File: config.mk
export PLATFORM = sky130hd
export DESIGN_NAME = readout_tx_meas_sequencer
export DESIGN_NICKNAME = d
export VERILOG_FILES = /design/src/rtl/readout_tx_meas_sequencer.sv
export SDC_FILE = /design/constraint.sdc
export NUM_CORES = 1
export LEC_CHECK = 0
export BUFFER_PORTS_ARGS = -buffer_cell sky130_fd_sc_hd__buf_4
export CORE_MARGIN = 2
export CORE_UTILIZATION = 63
export DETAILED_ROUTE_END_ITERATION = 16
export PLACE_DENSITY = 0.84
export SYNTH_ARGS = -nofsm -noshare
export SYNTH_HDL_FRONTEND = slang
export SYNTH_SLANG_ARGS = --single-unit
File: constraint.sdc
create_clock -name clk -period 5.1 [get_ports clk]
set_input_delay 0.255 -clock clk [delete_from_list [all_inputs] [get_ports clk]]
set_output_delay 0.255 -clock clk [all_outputs]
set_load 0.01 [all_outputs]
File: src/rtl/readout_tx_meas_sequencer.sv
// Readout TX measurement sequencer: ring-up, integration window framing, and result return.
// Optional result-wait timeout is enabled by defining READOUT_TX_RESULT_TIMEOUT_EN.
module readout_tx_meas_sequencer #(
  parameter int DATA_WIDTH     = 16,
  parameter int COUNT_WIDTH    = 16,
  parameter int CFG_ADDR_WIDTH = 2,
  parameter int TIMEOUT_CYCLES = 1024
) (
  input  logic                      clk,
  input  logic                      rst,
  input  logic                      cfg_wr_en,
  input  logic [CFG_ADDR_WIDTH-1:0] cfg_wr_addr,
  input  logic [DATA_WIDTH-1:0]     cfg_wr_data,
  input  logic                      meas_req,
  output logic                      req_ready,
  output logic                      tx_valid_out,
  output logic [DATA_WIDTH-1:0]     tx_amp_out,
  output logic                      rx_valid_out,
  output logic                      start_count,
  output logic                      finish_count,
  input  logic                      valid_meas_result_in,
  input  logic                      meas_result_in,
  output logic                      result_valid_out,
  output logic                      result_out,
  output logic                      timeout_out
);

  typedef enum logic [2:0] {
    S_IDLE,
    S_RINGUP,
    S_INTEGRATE,
    S_DONE,
    S_WAIT
  } state_t;

  state_t                 state, state_nxt;
  logic [COUNT_WIDTH-1:0] cfg_len, cfg_delay, len_eff, len_snap;
  logic [COUNT_WIDTH-1:0] cnt, cnt_nxt;
  logic [DATA_WIDTH-1:0]  cfg_amp, amp_snap, amp_nxt;
  logic                   accept, tone_nxt, res_take;
`ifdef READOUT_TX_RESULT_TIMEOUT_EN
  localparam logic [COUNT_WIDTH-1:0] TO_LOAD = COUNT_WIDTH'(TIMEOUT_CYCLES);
  logic                   timeout_hit;
`endif

  // A zero integration length still produces a one-cycle window.
  assign len_eff   = (cfg_len == '0) ? COUNT_WIDTH'(1) : cfg_len;
  assign accept    = (state == S_IDLE) && meas_req;
  assign req_ready = (state == S_IDLE);
  assign amp_nxt   = accept ? cfg_amp : amp_snap;
  assign tone_nxt  = (state_nxt == S_RINGUP) || (state_nxt == S_INTEGRATE);

  always_ff @(posedge clk or negedge rst) begin
    if (!rst) begin
      cfg_len   <= COUNT_WIDTH'(1);
      cfg_delay <= '0;
      cfg_amp   <= '0;
    end else if (cfg_wr_en) begin
      case (cfg_wr_addr)
        CFG_ADDR_WIDTH'(0): cfg_len   <= cfg_wr_data[COUNT_WIDTH-1:0];
        CFG_ADDR_WIDTH'(1): cfg_delay <= cfg_wr_data[COUNT_WIDTH-1:0];
        CFG_ADDR_WIDTH'(2): cfg_amp   <= cfg_wr_data;
        default: ;
      endcase
    end
  end

  always_ff @(posedge clk) begin
    if (accept) begin
      len_snap <= len_eff;
      amp_snap <= cfg_amp;
    end
  end

  always_ff @(posedge clk or negedge rst) begin
    if (!rst) begin
      state <= S_IDLE;
      cnt   <= '0;
    end else begin
      state <= state_nxt;
      cnt   <= cnt_nxt;
    end
  end

  always_comb begin
    state_nxt = state;
    cnt_nxt   = cnt;
    res_take  = 1'b0;
`ifdef READOUT_TX_RESULT_TIMEOUT_EN
    timeout_hit = 1'b0;
`endif
    case (state)
      S_IDLE: begin
        if (meas_req) begin
          if (cfg_delay != '0) begin
            state_nxt = S_RINGUP;
            cnt_nxt   = cfg_delay;
          end else begin
            state_nxt = S_INTEGRATE;
            cnt_nxt   = len_eff;
          end
        end
      end
      S_RINGUP: begin
        if (cnt <= COUNT_WIDTH'(1)) begin
          state_nxt = S_INTEGRATE;
          cnt_nxt   = len_snap;
        end else begin
          cnt_nxt = cnt - COUNT_WIDTH'(1);
        end
      end
      S_INTEGRATE: begin
        if (cnt <= COUNT_WIDTH'(1)) state_nxt = S_DONE;
        else                        cnt_nxt   = cnt - COUNT_WIDTH'(1);
      end
      S_DONE: begin
        state_nxt = S_WAIT;
`ifdef READOUT_TX_RESULT_TIMEOUT_EN
        cnt_nxt   = TO_LOAD;
`endif
      end
      S_WAIT: begin
        // A strobe on the final timeout cycle takes priority over the timeout.
        if (valid_meas_result_in) begin
          res_take  = 1'b1;
          state_nxt = S_IDLE;
        end
`ifdef READOUT_TX_RESULT_TIMEOUT_EN
        else if (cnt <= COUNT_WIDTH'(1)) begin
          timeout_hit = 1'b1;
          state_nxt   = S_IDLE;
        end else begin
          cnt_nxt = cnt - COUNT_WIDTH'(1);
        end
`endif
      end
      default: state_nxt = S_IDLE;
    endcase
  end

  // Output registers are loaded from the next state so they align with it.
  always_ff @(posedge clk or negedge rst) begin
    if (!rst) begin
      tx_valid_out     <= 1'b0;
      tx_amp_out       <= '0;
      rx_valid_out     <= 1'b0;
      start_count      <= 1'b0;
      finish_count     <= 1'b0;
      result_valid_out <= 1'b0;
      result_out       <= 1'b0;
    end else begin
      tx_valid_out <= tone_nxt;
      tx_amp_out   <= tone_nxt ? amp_nxt : '0;
      rx_valid_out <= (state_nxt == S_INTEGRATE);
      start_count  <= (state_nxt == S_INTEGRATE) && (state != S_INTEGRATE);
      finish_count <= (state_nxt == S_DONE);
      result_out   <= res_take & meas_result_in;
`ifdef READOUT_TX_RESULT_TIMEOUT_EN
      result_valid_out <= res_take | timeout_hit;
`else
      result_valid_out <= res_take;
`endif
    end
  end

`ifdef READOUT_TX_RESULT_TIMEOUT_EN
  always_ff @(posedge clk or negedge rst) begin
    if (!rst) timeout_out <= 1'b0;
    else      timeout_out <= timeout_hit;
  end
`else
  assign timeout_out = 1'b0;
`endif

endmodule

After elaboration in Yosys (flattened, before gate mapping):

Index checks and enable logic that the tools add are counted.

* $add $sub $neg: 1
* $lt $le $gt $ge: 1
* equality and inequality tests: 12
* mux-type cells: 16
* bitwise gates (word level): 1
* reduce and logical (&&, ||, !) cells: 12

Operators with widths (count)
* $mux 16: 7
* $pmux 16 s3: 1
* $le 16x1->1 const B: 1
* $logic_not 16->1: 1
* $reduce_bool 16->1: 1
* $sub 16x1->16 const B: 1
* $pmux 3 s5: 1
* $eq 3x2->1 const B: 4
* $mux 3: 4
* $eq 3x1->1 const B: 2
* $reduce_and 2->1: 3
* $ne 2x2->1 const B: 2
* $eq 3x3->1 const B: 1
* $logic_not 3->1: 1
* $ne 3x2->1 const B: 1
* $reduce_and 3->1: 1
* $reduce_bool 3->1: 1
* $eq 2x1->1 const B: 1
* $eq 2x2->1 const B: 1
* $logic_and 1x1->1: 2
* $logic_not 2->1: 1
* $mux 1: 2
* $mux 2: 1
* $and 1x1->1: 1
* $logic_or 1x1->1: 1

* flip-flop bits (word level): 121
* word-level logic and storage cells: 57

Depth between registers and ports, before layout:

Gate-level depths: netlist (run 1).

* depth after elaboration: 7
* mapped depth: 9

Least setup slack after synthesis (run 1):

No wires, ideal clock.

* path kind: register -> register
* from: register state[2]
* to: register tx_amp_out[10]
* library setup time: 0.119 ns
* arrival time: 2.033 ns
* path slack: 2.948 ns
* stages on the path, launching flop included: 7
* buffers on the path: 2
* clock period less this slack: 2.152 ns
* cells stage by stage: dfrtp_1 nor3_1 and2_1 buf_2 buf_2 mux2_2 and2_1

* elaborated cells between the ends (all ways): 16
* classes of those cells: eq/ne: 6; mux: 7; reduce/logical: 3

RTL lines
* start, declared: line 36 `state_t state, state_nxt;`
* start signal, assigned: line 80 `state <= state_nxt;`
* $logic_not 3->1
* via req_ready: line 15 `output logic req_ready,`
* $logic_and 1x1->1: line 48 `assign accept = (state == S_IDLE) && meas_req;`
* via accept: line 40 `logic accept, tone_nxt, res_take;`
* $mux 16
* via amp_nxt[10]: line 39 `logic [DATA_WIDTH-1:0] cfg_amp, amp_snap, amp_nxt;`
* $mux 16: line 153 `tx_amp_out <= tone_nxt ? amp_nxt : '0;`
* end signal, assigned: line 153
* end, declared: line 17 `output logic [DATA_WIDTH-1:0] tx_amp_out,`

The timed path passes the listed nets, and every way through them passes these cells.
A chain may end at the register's enable or synchronous reset.

Final worst setup path (run 1):

* from: register cnt[13]
* to: register cnt[3]

* word-level cells in the longest chain between the ends: 3
* elaborated cells between the ends (all ways): 5
* classes of those cells: order compare: 1; eq/ne: 1; mux: 2; reduce/logical: 1

RTL lines
* start, declared: line 38 `logic [COUNT_WIDTH-1:0] cnt, cnt_nxt;`
* start signal, assigned: line 81 `cnt <= cnt_nxt;`
* $le 16x1->1 *: line 105, 113
* $mux 16 / $ne 2x2->1 (equally long branches)
* $pmux 16 s3 / $reduce_and 3->1 (equally long branches)

Mark *: on every way between the ends. The rest lies on a longest branch, timed or not.

==> results.ini, run 1 <==
[detailed_routing]
firstDrtPassIters = 5
ant_nets = 0
via_count = 3492
wl_per_cell_um = 20.1
finalWirelength_mm = 11.3
vias_per_cell = 6.19
first_iter_violations = 238
drc = 0

[clocking]
cts_setup_buffers = 0
clock_latency_ps = 520
cts_made_buffers = 17
cts_tree = done
cts_max_level = 4
clk_pin_slew_ps = 60
cts_root_buf = clkbuf_8
cts_max_path_buffers = 2
clock-sinks = 121

[power_and_ir_drop]
p_sw_share_pct = 31.6
p_switching_w = 0.00109
peakVddDrop_mv = 0.455
p_clk_share_pct = 32.1
p_int_w = 0.00236
p_total_w = 0.00346
p_seq_share_pct = 42.1
power_density_nw_per_um2 = 568
p_leak_nw = 2.57
comb_power_share_pct = 25.9

[final_layout]
area_growth_syn_to_layout_pct = 21.5
instances_no_fill = 564
fillers = 405
layout_commonest_cell = dfrtp_1
layout_common_cells = dfrtp_1 (88), mux2_2 (64), buf_4 (49), nor2_1 (24), a21oi_1 (21)
antenna_cells = 0
stdcell_area_um2 = 6090
nNetsFinal = 475
final_layout_size_suffix_gt1_share_pct = 33.3

[sta]
skew_ps = 9.99
setup_tns_ps = 0
max_freq_ghz = 0.370
post-route-period-util_pct = 53.0
rsz0062_at_grt = no
layout_min_cycle_time_ps = 2710
hold_violations = 0
slew_headroom_pct = 37.5
setup_viol = 0
maxSlewViolCount = 0
worst_pin_slew_ps = 935

[floorplan]
start_util_pct = 64.9
pin_count = 48
rows = 32
die_h_um = 93.2
fp.dieW_um = 93.2
dieArea_um2 = 8690
coreArea_um2 = 7730

[setup_path]
crit_start = cnt[13]
cp-end-kind = flip-flop
worst_ep_arrival_time_ps = 3110
cp.required_ps = 5500
ff2ff_setup_slack_ps = 2390
r2r-start = cnt[13]
start_kind = flip-flop
cp_max_fo = 17
crit_type = reg2reg

[grt]
grt_start_max_net_pins = 57
antenna_found_initial = 0
grt_overflow = 0
grtUsageTotal_pct = 28.6
grt_pass1_vias = 3607
grt_pass1_wl_mm = 18.6

[placement]
dp_hpwl_mm = 6.52
portBuffers = 46
post_dp_cell_area_um2 = 5360
gp_congestion = 0.909
dp.cells = 514

[synthesis]
async_reset_ff_share_pct = 73.6
ys_warn_count = 0
synth-seq-cells = 121
synth_fp_nets = 421
synth-main-ff-cell = dfrtp_1
yosysUniqueCellTypes = 50
syn_area_um2 = 5010
syn_area_per_cell_um2 = 12.7
synth-edff-count = 16
ys_seq_area_share_pct = 60.4
synthCells = 395

[outcome]
status = completed

[job]
maxCapViolCount = 0

[min_path]
hold_path_class = in2reg
holdCritStartpoint = cfg_wr_data[6]

worst paths after layout:
path	endpoint	cells past startpoint
setup reg to reg	cnt[3]	6
max in group asynchronous	cfg_amp[6]	3
hold / removal	cfg_delay[6]	2
min in group asynchronous	rx_valid_out	2
setup / recovery	cnt[3]	6
hold reg to reg	amp_snap[1]	1
layout make-up:
cell class	count	area, um2	share of cell area, %
multi-input combinational	236	1810	29.8
clock buffer	19	443	7.27
inverter	6	22.5	0.370
sequential	121	3030	49.7
timing repair buffer	67	548	9.00
clock inverter	13	109	1.79
tap	102	128	2.09
cell usage after synthesis (8+ instances only):
master	number	area share [%]
a21oi_1	21	2.1
and2_1	19	2.4
a221oi_1	8	1.4
clkbuf_1	23	1.7
o2bb2ai_1	8	1.4
o21ai_0	13	1.3
mux2_2	64	14
nor3_1	9	0.90
nor4_1	10	1.2
edfxtp_1	16	9.6
dfrtp_1	88	44
dfxtp_1	16	6.4
nor2_1	24	1.8
power by group through the flow:
| stage | clock (W) | sequential, W | combinational [W] |
|---|---|---|---|
| after floorplan | 0 | 0.00144 | 0.000597 |
| after global placement | 0 | 0.00144 | 0.000828 |
| after detailed placement | 0 | 0.00145 | 0.000863 |
| after CTS | 0.00111 | 0.00145 | 0.000882 |
| after global routing | 0.00116 | 0.00148 | 0.000977 |
| final | 0.00111 | 0.00145 | 0.000894 |
flip-flops by register name, summed over array words and instances, names as in the netlist:
| register | cells |
|---|---|
| amp_snap | 16 |
| tx_amp_out | 16 |
| state | 3 |
| cfg_len | 16 |
| cfg_amp | 16 |
| result_valid_out | 1 |
| rx_valid_out | 1 |
| start_count | 1 |
| cfg_delay | 16 |
| finish_count | 1 |
| tx_valid_out | 1 |
| cnt | 16 |
| len_snap | 16 |
| result_out | 1 |
worst max-delay path, stage by stage, from the launching register on:
cell and delay (ps):
dfrtp_1 420, nor4_1 550, o211ai_1 390, o21bai_4 260, and2_1 490, o221ai_1 220, a22o_1 270
layer usage:
metal  wire length, um  vias to the layer above  track usage [%]
met1              4730                     1739             38.2
met2              5620                      171             45.2
met5                 0                        -                0
met3               652                       41             7.01
li1                  -                     1541                -
met4               331                        0             12.0
what timing repair did:
action                                 4_1_cts  5_1_grt
setup endpoints to repair                    0        0
hold buffers                                18        0
resized for setup                            0        0
endpoints found under the hold margin       69        0
logic make-up (layout without fill, tap and decap cells):
kind of cell    after synthesis  in the layout  share of synthesized area, %
simple gates                 89             89                          9.99
buf+inv                      38            105                          3.49
compound gates               80             80                          11.1
mux                          64             64                          14.4
flops                       121            121                          60.4
other cells                   1              1                        0.0748
fa+ha+maj                     2              2                         0.499
stage by stage:
stage	utilization, %	hold WS, ps	setup slack (ps)
6_report	78.8	30.7	2390
5_1_grt	78.8	18.4	2170
4_1_cts	78.8	21.6	2430
3_5_place_dp	69.4	226	2440
3_3_place_gp	69.4	219	2570
2_1_floorplan	-	-40.6	2950
No activity file was read; power rests on OpenSTA's default activity.
==> inputs of run 2 (changes only) <==
--- a/config.mk
+++ b/config.mk
@@ -7,9 +7,9 @@
 export LEC_CHECK = 0
 export BUFFER_PORTS_ARGS = -buffer_cell sky130_fd_sc_hd__buf_4
 export CORE_MARGIN = 2
-export CORE_UTILIZATION = 63
+export CORE_UTILIZATION = 53
 export DETAILED_ROUTE_END_ITERATION = 16
-export PLACE_DENSITY = 0.84
+export PLACE_DENSITY = 0.75
 export SYNTH_ARGS = -nofsm -noshare
 export SYNTH_HDL_FRONTEND = slang
 export SYNTH_SLANG_ARGS = --single-unit
==> constraint.sdc (replaced) <==
create_clock -name clk -period 2.3 [get_ports clk]
set_input_delay 0.115 -clock clk [delete_from_list [all_inputs] [get_ports clk]]
set_output_delay 0.115 -clock clk [all_outputs]
set_load 0.01 [all_outputs]
==> results.ini, run 2 (same netlist as run 1, synthesis figures left out) <==
[outcome]
status = completed

[power_and_ir_drop]
power_density_nw_per_um2 = 1250  ; +120%
p_leak_nw = 2.67  ; +3.8%
p_total_w = 0.00783  ; +130%
peakVddDrop_mv = 0.748  ; +65%

[placement]
portBuffers = 46  ; unchanged
dp_hpwl_mm = 6.51  ; -0.20%
post_dp_cell_area_um2 = 5500  ; +2.6%
dp.cells = 537  ; +4.5%
gp_congestion = 0.804  ; -12%

[clocking]
cts_root_buf = clkbuf_8
clock_latency_ps = 500  ; -20 ps
clock-sinks = 121  ; unchanged
cts_made_buffers = 17  ; unchanged
cts_max_level = 4  ; unchanged
clk_pin_slew_ps = 60  ; about the same
cts_tree = done
cts_setup_buffers = 0  ; unchanged
cts_max_path_buffers = 2  ; unchanged

[setup_path]
start_kind = flip-flop
r2r-end = cnt[14]
cp-end-kind = flip-flop
worst_ep_arrival_time_ps = 2570  ; -540 ps
crit_start = cnt[6]
crit_buf_inv = 1  ; +1
worst_path_max_delay_cell = or4_4
cp_top_family = simple AND/OR/NAND/NOR gates
cp.required_ps = 2690  ; -2810 ps
critPathMaxStageDelay_ps = 550  ; about the same
worstRegToRegCells = 7  ; +1
ff2ff_setup_slack_ps = 120  ; -2280 ps
cp_max_fo = 13  ; -4
crit_chain = or4_4 -> nand2b_4 -> o21bai_4 -> and2_1 -> buf_6 -> o21ai_0 -> a22o_1
r2r-start = cnt[6]
crit_type = reg2reg

[final_layout]
multi_input_area_um2 = 1820  ; +0.21%
fillers = 630  ; +56%
area_growth_syn_to_layout_pct = 25.5
layout_commonest_cell = dfrtp_1
ff_latch_area_um2 = 3030  ; unchanged
final_layout_size_suffix_gt1_share_pct = 35.1  ; +1.8 points
instances_no_fill = 589  ; +4.4%
stdcell_area_um2 = 6290  ; +3.2%
antenna_cells = 0  ; unchanged
layout_common_cells = dfrtp_1 (88), mux2_2 (64), buf_4 (60), nor2_1 (24)
nNetsFinal = 491  ; +3.4%

[grt]
antenna_found_initial = 0  ; unchanged
grt_overflow = 0  ; unchanged
grt_pass1_wl_mm = 17.3  ; -7.4%
grtUsageTotal_pct = 22.2  ; -6.3 points
grt_pass1_vias = 3460  ; -4.1%
grt_start_max_net_pins = 61  ; +7.0%

[detailed_routing]
drc = 0  ; unchanged
wl_per_cell_um = 17.6  ; -12%
vias_per_cell = 5.68  ; -8.2%
ant_nets = 0  ; unchanged
firstDrtPassIters = 4  ; -1
finalWirelength_mm = 10.4  ; -8.3%
first_iter_violations = 170  ; -29%
via_count = 3347  ; -4.2%

[floorplan]
dieArea_um2 = 10300  ; +18%
coreArea_um2 = 9200  ; +19%
die_h_um = 101  ; +8.6%
pin_count = 48  ; unchanged
start_util_pct = 54.5  ; -10 points
fp.dieW_um = 101  ; +8.6%
rows = 35  ; +9.4%

[sta]
max_freq_ghz = 0.458  ; +24%
post-route-period-util_pct = 95.0  ; +42 points
hold_violations = 0  ; unchanged
worst_pin_slew_ps = 760  ; -176 ps
layout_min_cycle_time_ps = 2180  ; -521 ps
slew_headroom_pct = 49.4  ; +12 points
skew_ps = 8.01  ; -1.98 ps
maxSlewViolCount = 0  ; unchanged
setup_viol = 0  ; unchanged

[job]
maxCapViolCount = 0  ; unchanged

[min_path]
hold_path_class = in2async

-- run 2: cell type report --
type,count,area share [%]
tap,111,2.21
multi-input combinational,236,28.9
clock buffer,22,7.36
sequential,121,48.2
inverter,6,0.398
timing repair buffer,83,11.2
clock inverter,10,1.83
-- run 2: per-layer routing --
metal	part of all wire, %	up-vias	track usage [%]
met1	44	1666	28.9
li1	-	1568	-
met4	2.3	0	9.77
met3	3.7	17	5.11
met5	0	-	0
met2	50	96	36.1
-- run 2: timing repair --
action	CTS	global route
endpoints found under the hold margin	110	0
endpoints found under the setup margin	0	13
hold buffers	20	0
gates resized for setup	0	4
-- run 2: where the power goes --
group	internal [W]	switching, W
registers	0.00283	0.000363
clock network	0.00163	0.000919
logic	0.00111	0.000981
total	0.00557	0.00226
-- run 2: worst max path at each step --
stage / end / cells after the start
2_1_floorplan: tx_amp_out[10] / 6
3_3_place_gp: cnt[7] / 9
3_5_place_dp: cnt[7] / 9
4_1_cts: cnt[14] / 9
5_1_grt: cnt[14] / 7
6_report: cnt[14] / 7
-- run 2: metrics by stage --
step	TNS (ps)	setup WS, ps	util, %	hold slack, ps
6_report	0	115	68.4	222
5_1_grt	-5.03	-3.18	68.4	219
3_3_place_gp	0	114	59.8	227
3_5_place_dp	0	27.6	59.8	233
2_1_floorplan	0	148	-	-181
4_1_cts	0	13.0	68.3	198
-- run 2: worst reg2reg max path, stage by stage, from the launching register on --
cell and delay [ps]:
dfrtp_1 410, or4_4 550, nand2b_4 200, o21bai_4 220, and2_1 210, buf_6 160, o21ai_0 90, a22o_1 240
==> inputs of run 3 (changes only) <==
==> constraint.sdc (replaced) <==
create_clock -name clk -period 2.3 [get_ports clk]
set_input_delay 0.46 -clock clk [delete_from_list [all_inputs] [get_ports clk]]
set_output_delay 0.46 -clock clk [all_outputs]
set_load 0.01 [all_outputs]
==> results.ini, run 3 (same netlist as run 1, synthesis figures left out) <==
[power_and_ir_drop]
p_total_w = 0.00781  ; -0.26%
p_seq_share_pct = 40.7  ; about the same
comb_power_share_pct = 26.8  ; about the same
peakVddDrop_mv = 0.773  ; +3.3%
p_int_w = 0.00549  ; -1.5%
p_clk_share_pct = 32.5  ; about the same
p_sw_share_pct = 29.8  ; +0.87 points
p_leak_nw = 2.62  ; -2.0%
p_switching_w = 0.00232  ; +2.7%
power_density_nw_per_um2 = 1270  ; +2.3%

[detailed_routing]
drc = 0  ; unchanged
vias_per_cell = 5.85  ; +2.9%
ant_nets = 0  ; unchanged
first_iter_violations = 175  ; +2.9%
firstDrtPassIters = 5  ; +1
wl_per_cell_um = 17.9  ; +1.2%
via_count = 3344  ; -0.090%
finalWirelength_mm = 10.2  ; -1.7%

[final_layout]
layout_commonest_cell = dfrtp_1
area_growth_syn_to_layout_pct = 22.3
antenna_cells = 0  ; unchanged
instances_no_fill = 572  ; -2.9%
stdcell_area_um2 = 6130  ; -2.5%
layout_common_cells = dfrtp_1 (88), mux2_2 (64), buf_4 (62), nor2_1 (24), a21oi_1 (21)
final_layout_size_suffix_gt1_share_pct = 38.0  ; +2.8 points
fillers = 638  ; +1.3%
nNetsFinal = 474  ; -3.5%

[sta]
max_freq_ghz = 0.446  ; -2.6%
setup_viol = 0  ; unchanged
layout_min_cycle_time_ps = 2240  ; +57.5 ps
maxSlewViolCount = 0  ; unchanged
hold_violations = 0  ; unchanged
skew_ps = 7.60  ; -0.410 ps
post-route-period-util_pct = 97.5  ; +2.5 points

[setup_path]
start_kind = flip-flop
crit_type = reg2reg
cp.required_ps = 2700  ; about the same
worst_ep_arrival_time_ps = 2640  ; +70 ps
cp-end-kind = flip-flop
cp_max_fo = 6  ; -7
worstRegToRegCells = 6  ; -1

[placement]
post_dp_cell_area_um2 = 5520  ; +0.27%
portBuffers = 46  ; unchanged
dp.cells = 539  ; +0.37%
gp_congestion = 0.832  ; +3.5%
dp_hpwl_mm = 6.68  ; +2.7%

[outcome]
status = completed

[clocking]
cts_root_buf = clkbuf_8
cts_tree = done
clk_pin_slew_ps = 60  ; about the same
cts_setup_buffers = 0  ; unchanged
cts_max_level = 4  ; unchanged
clock-sinks = 121  ; unchanged
clock_latency_ps = 520  ; +20 ps
cts_max_path_buffers = 2  ; unchanged
cts_made_buffers = 17  ; unchanged

[grt]
grt_overflow = 0  ; unchanged
grt_pass1_wl_mm = 16.8  ; -3.0%
antenna_found_initial = 0  ; unchanged
grt_pass1_vias = 3389  ; -2.1%
grt_start_max_net_pins = 46  ; -25%
grtUsageTotal_pct = 21.5  ; -0.77 points

[min_path]
hold_path_class = in2reg
worstHoldPathCells = 2

[floorplan]
rows = 35  ; unchanged
coreArea_um2 = 9200  ; unchanged
dieArea_um2 = 10300  ; unchanged
fp.dieW_um = 101  ; unchanged
die_h_um = 101  ; unchanged
start_util_pct = 54.5  ; unchanged
pin_count = 48  ; unchanged

[job]
maxCapViolCount = 0  ; unchanged

[run 3: cell types whose count changed in the layout (fill, tap and decap cells not counted), moves of 2 or more]
cell | before | now
a221oi_2 | 0 | 3
dlygate4sd3_1 | 20 | 1
a221oi_1 | 8 | 5
inv_6 | 1 | 6
clkbuf_1 | 2 | 0
buf_4 | 60 | 62
[run 3: stage by stage]
stage | TNS (ps) | util (%) | hold slack (ps) | setup slack, ps
2_1_floorplan | 0 | - | 164 | 148
3_5_place_dp | 0 | 60.0 | 321 | 5.25
4_1_cts | 0 | 66.4 | 139 | 9.59
5_1_grt | -75.4 | 66.7 | 145 | -39.6
6_report | 0 | 66.7 | 148 | 57.7
3_3_place_gp | 0 | 60.0 | 315 | 101
[run 3: area by class of cell]
cell class | instances | area (um2) | area share [%]
flip-flops and latches | 121 | 3030 | 49.4
clock inverters | 11 | 106 | 1.74
repair buffers | 66 | 527 | 8.59
multi-input cells | 236 | 1830 | 29.9
clock buffers | 21 | 469 | 7.65
well taps | 111 | 139 | 2.27
inverters | 6 | 25.0 | 0.408
[run 3: routing by layer]
| layer | global-route usage [%] | routed length [um] |
|---|---|---|
| met1 | 27.9 | 4390 |
| met2 | 34.6 | 5250 |
| met5 | 0 | 0 |
| met3 | 4.69 | 381 |
| met4 | 10.1 | 196 |
[run 3: worst max-delay path, cell delays in order, from the launching register on]
cell      delay [ps]
dfrtp_1          410
or4_4            590
nand2b_4         210
o21bai_4         190
a21oi_1          170
a221o_1          370
a22o_1           190
[run 3: what timing repair did]
action                                 4_1_cts  5_1_grt
hold buffers                                 1        0
resized for setup                            0        7
endpoints found under the hold margin       11        0
setup endpoints to repair                    0       14
[run 3: power by group through the flow]
stage	sequential, W	clock (W)	combinational, W
floorplan	0.00320	0	0.00132
global placement	0.00318	0	0.00197
detailed placement	0.00321	0	0.00204
CTS	0.00318	0.00256	0.00206
global route	0.00326	0.00266	0.00229
finish	0.00318	0.00254	0.00209
[run 3: final timing paths]
kind                                 startpoint            end  slack (ps)
setup / recovery                         cnt[6]        cnt[10]          60
hold reg to reg                    amp_snap[10]   amp_snap[10]         470
hold / removal             valid_meas_result_in       state[2]         150
setup reg to reg                         cnt[6]        cnt[10]          60
min in group asynchronous                   rst  tx_amp_out[6]         320
max in group asynchronous                   rst        cnt[11]        1300
